--- src/rtl/ripple_carry_counter_pkg.sv ---
// Shared definitions for the ripple-carry up-counter and its instantiators.
package ripple_carry_counter_pkg;

    localparam int DEFAULT_WIDTH = 4;
    localparam int MAX_WIDTH     = 32;

    typedef logic [DEFAULT_WIDTH-1:0] count_t;

endpackage

--- src/rtl/ripple_carry_counter_tff.sv ---
// Falling-edge toggle flip-flop with synchronous active-high clear.
module ripple_carry_counter_tff (
    input  logic clk,
    input  logic reset,
    input  logic t,
    output logic q
);

    // Clear wins over toggle so a held reset pins the stage at zero.
    always_ff @(negedge clk) begin
        if (reset) begin
            q <= 1'b0;
        end else if (t) begin
            q <= ~q;
        end
    end

endmodule

--- src/rtl/ripple_carry_counter.sv ---
// Free-running binary up-counter built from toggle flops and a ripple carry chain.
module ripple_carry_counter
    import ripple_carry_counter_pkg::*;
#(
    parameter int WIDTH = DEFAULT_WIDTH
) (
    input  logic             clk,
    input  logic             reset,
    output logic [WIDTH-1:0] q
);

    logic [WIDTH-1:0] t;

    // A stage toggles only when every lower stage is already at one.
    always_comb begin
        t    = '0;
        t[0] = 1'b1;
        for (int i = 1; i < WIDTH; i++) begin
            t[i] = t[i-1] & q[i-1];
        end
    end

    for (genvar i = 0; i < WIDTH; i++) begin : g_stage
        ripple_carry_counter_tff u_tff (
            .clk   (clk),
            .reset (reset),
            .t     (t[i]),
            .q     (q[i])
        );
    end

endmodule

--- config.mk ---
export PLATFORM = sky130hd
export DESIGN_NAME = ripple_carry_counter
export DESIGN_NICKNAME = d
export VERILOG_FILES = /design/src/rtl/ripple_carry_counter_pkg.sv /design/src/rtl/ripple_carry_counter_tff.sv /design/src/rtl/ripple_carry_counter.sv
export SDC_FILE = /design/constraint.sdc
export NUM_CORES = 1
export LEC_CHECK = 0
export ABC_AREA = 1
export CAP_MARGIN = 20
export CORE_AREA = 8 8 45 47
export CTS_BUF_LIST = sky130_fd_sc_hd__clkbuf_16
export DETAILED_ROUTE_END_ITERATION = 8
export DIE_AREA = 0 0 53 55
export GPL_TIMING_DRIVEN = 0
export PLACE_DENSITY = 0.33
export SYNTH_ARGS = -nofsm -noshare
export SYNTH_HDL_FRONTEND = slang
export SYNTH_SLANG_ARGS = --single-unit
--- constraint.sdc ---
create_clock -name clk -period 0.8 [get_ports clk]
set_input_delay 0.16 -clock clk [delete_from_list [all_inputs] [get_ports clk]]
set_output_delay 0.16 -clock clk [all_outputs]
set_load 0.1 [all_outputs]
==> metrics.txt <==
Ys Warns=0; violated checks=negative setup slack; drt first-iter violations=1; clock sinks=4; Synth cell types=9; initial core utilization=13.2%; Routed Antenna Nets=0; share of layout cells above drive strength 1=66.7%; vias in the first global route=226; DIE AREA=2920 um^2; GPL Wtd Cong=0.726; DP Wirelength=281 um; RSZ-0062 raised after global routing=yes; power density over the cells=2750 nW/um^2; Rel. slew slack=93.4%; CTS Buffer Depth=2; Cell Area, Synth=183 um^2; crit path max fanout=2; register area=92.6 um^2; htree depth=1; crit end category=output pin; Setup CP Type=reg2out; Setup violations, final=5; Biggest register=g_stage.u_tff.q; GRT Resource Usage Total=3.93%; Antenna diodes=0; CTS tree=yes; Post-Syn Instances=24; total number of vias=192; first-pass GRT wire length=745 um; Final Hold Vio Count=0; GRT overflow=0; boundary pin count=6; Hold Path Class=in2reg; maxcap violations=0; drc violations=0; die height=55 um; drt wl/cell=7.98 um; status=finished with violations; Post-layout nets=43; syn nets=26; WL final=439 um; Placeable Area=1380 um^2; via density per instance=3.49; fillcell total=149; fin worst setup slack=-0.680 ns; Die Span X=53 um; 1st-pass router iterations=2; worst-margin pin slew=0.0991 ns; Worst EP required=0.64 ns; Worst-Skew Late Latency=0.30 ns; Clock Skew=0.00644 ns; setup tns final=-2.58 ns; Port Buffers=5; Final Util=33.8%; Synth Register Bits=4; row count=14; Syn Area/Cell=7.61 um^2; Post-Place Cell Area=315 um^2; sequential fraction of the synthesis area=43.8%; crit path DAT=1.32 ns; Max VDD drop=1.20 mV; pre-CTS WS=-1.34 ns; Area Overhead vs Synth=156%; TritonCTS Buffers=3; top flop regs=g_stage.u_tff.q: 4 flops; clock transition at the registers of the reported paths=0.03 ns; leak pwr=0.222 nW; Root Buffer=clkbuf_16; Largest register FFs=4; largest net degree at the start of global routing=6; reg-to-reg setup timing slack=0 ns; Slew Limit Fails=0; startpoint types=register; Multi-input gate area=63.8 um^2; design area=468 um^2; initial antenna violation count=0
## layout by cell type, fill, tap and decap left out
| cell | netlist | routed |
|---|---|---|
| buf_4 | 4 | 3 |
| dfxtp_4 | 0 | 3 |
| nand2_2 | 0 | 1 |
| nand2_1 | 4 | 3 |
| inv_2 | 0 | 2 |
| buf_6 | 0 | 2 |
| clkbuf_16 | 0 | 3 |
| nand4_1 | 1 | 1 |
| clkbuf_2 | 0 | 1 |
| nand3_2 | 1 | 1 |
| nor2_2 | 1 | 1 |
| o21ai_2 | 0 | 1 |
| dfxtp_2 | 0 | 1 |
| inv_1 | 4 | 5 |
| buf_12 | 0 | 7 |
| nor2_1 | 4 | 4 |
## final timing paths
path,start,cells past startpoint,endpoint
max,g_stage[0].u_tff.q$_SDFF_NP0_,2,q[0]
min,reset,2,g_stage[0].u_tff.q$_SDFF_NP0_
max reg2reg,g_stage[2].u_tff.q$_SDFFE_NP0P_,5,g_stage[3].u_tff.q$_SDFFE_NP0P_
min reg2reg,g_stage[2].u_tff.q$_SDFFE_NP0P_,3,g_stage[2].u_tff.q$_SDFFE_NP0P_
## power breakdown
group	switching, mW	total [mW]	internal (mW)	leakage (nW)
Clock	0.170	0.836	0.666	0.0583
Combinational	0.120	0.229	0.109	0.129
Sequential	0.0131	0.224	0.210	0.0353
Total	0.303	1.29	0.986	0.222
## critical path: stages, from the launching register on
cell	delay, ns
dfxtp_4	0.35
buf_12	0.12
buf_12	0.15
## stage by stage
step                      hold WS [ns]  instances  power (mW)
after floorplan                  0.437         24       0.403
after global placement           0.459         45       0.433
after detailed placement         0.457         45       0.433
after CTS                        0.563         56        1.32
after global routing             0.452         55        1.38
final                            0.458         55        1.29
## cell type report
| type | count | share of cell area [%] |
|---|---|---|
| Multi-Input combinational cell | 12 | 13.6 |
| Clock buffer | 3 | 16.0 |
| Timing Repair Buffer | 10 | 27.8 |
| Tap cell | 16 | 4.28 |
| Inverter | 3 | 2.41 |
| Buffer | 3 | 12.8 |
| Sequential cell | 4 | 19.8 |
| Clock inverter | 4 | 3.21 |
## cells by family after synthesis
family          synth area share (%)
compound gates                  2.74
buf+inv                         24.7
flops                           43.8
simple gates                    28.8
## layer usage
layer | track usage (%) | wire, um
met5 | 0 | 0
met4 | 6.90 | 0
met3 | 2.67 | 54
met2 | 6.25 | 228
met1 | 2.12 | 156
## cells in the mapped netlist
| cell | count | area [um^2] |
|---|---|---|
| buf_4 | 4 | 30.0 |
| dfxtp_1 | 4 | 80.1 |
| inv_1 | 4 | 15.0 |
| nand2_1 | 4 | 15.0 |
| nor2_1 | 4 | 15.0 |
| nand3_2 | 1 | 10.0 |
| nand4_1 | 1 | 6.26 |
| nor2_2 | 1 | 6.26 |
| o21ai_0 | 1 | 5.00 |
## repair_timing
item                                    in CTS  in global routing
pin swaps                                    5                  2
hold buffers                                 0                  0
buffers inserted                             6                  1
resized for setup                           44                  4
endpoints found under the setup margin       8                  8
No activity file was read; power rests on OpenSTA's default activity.
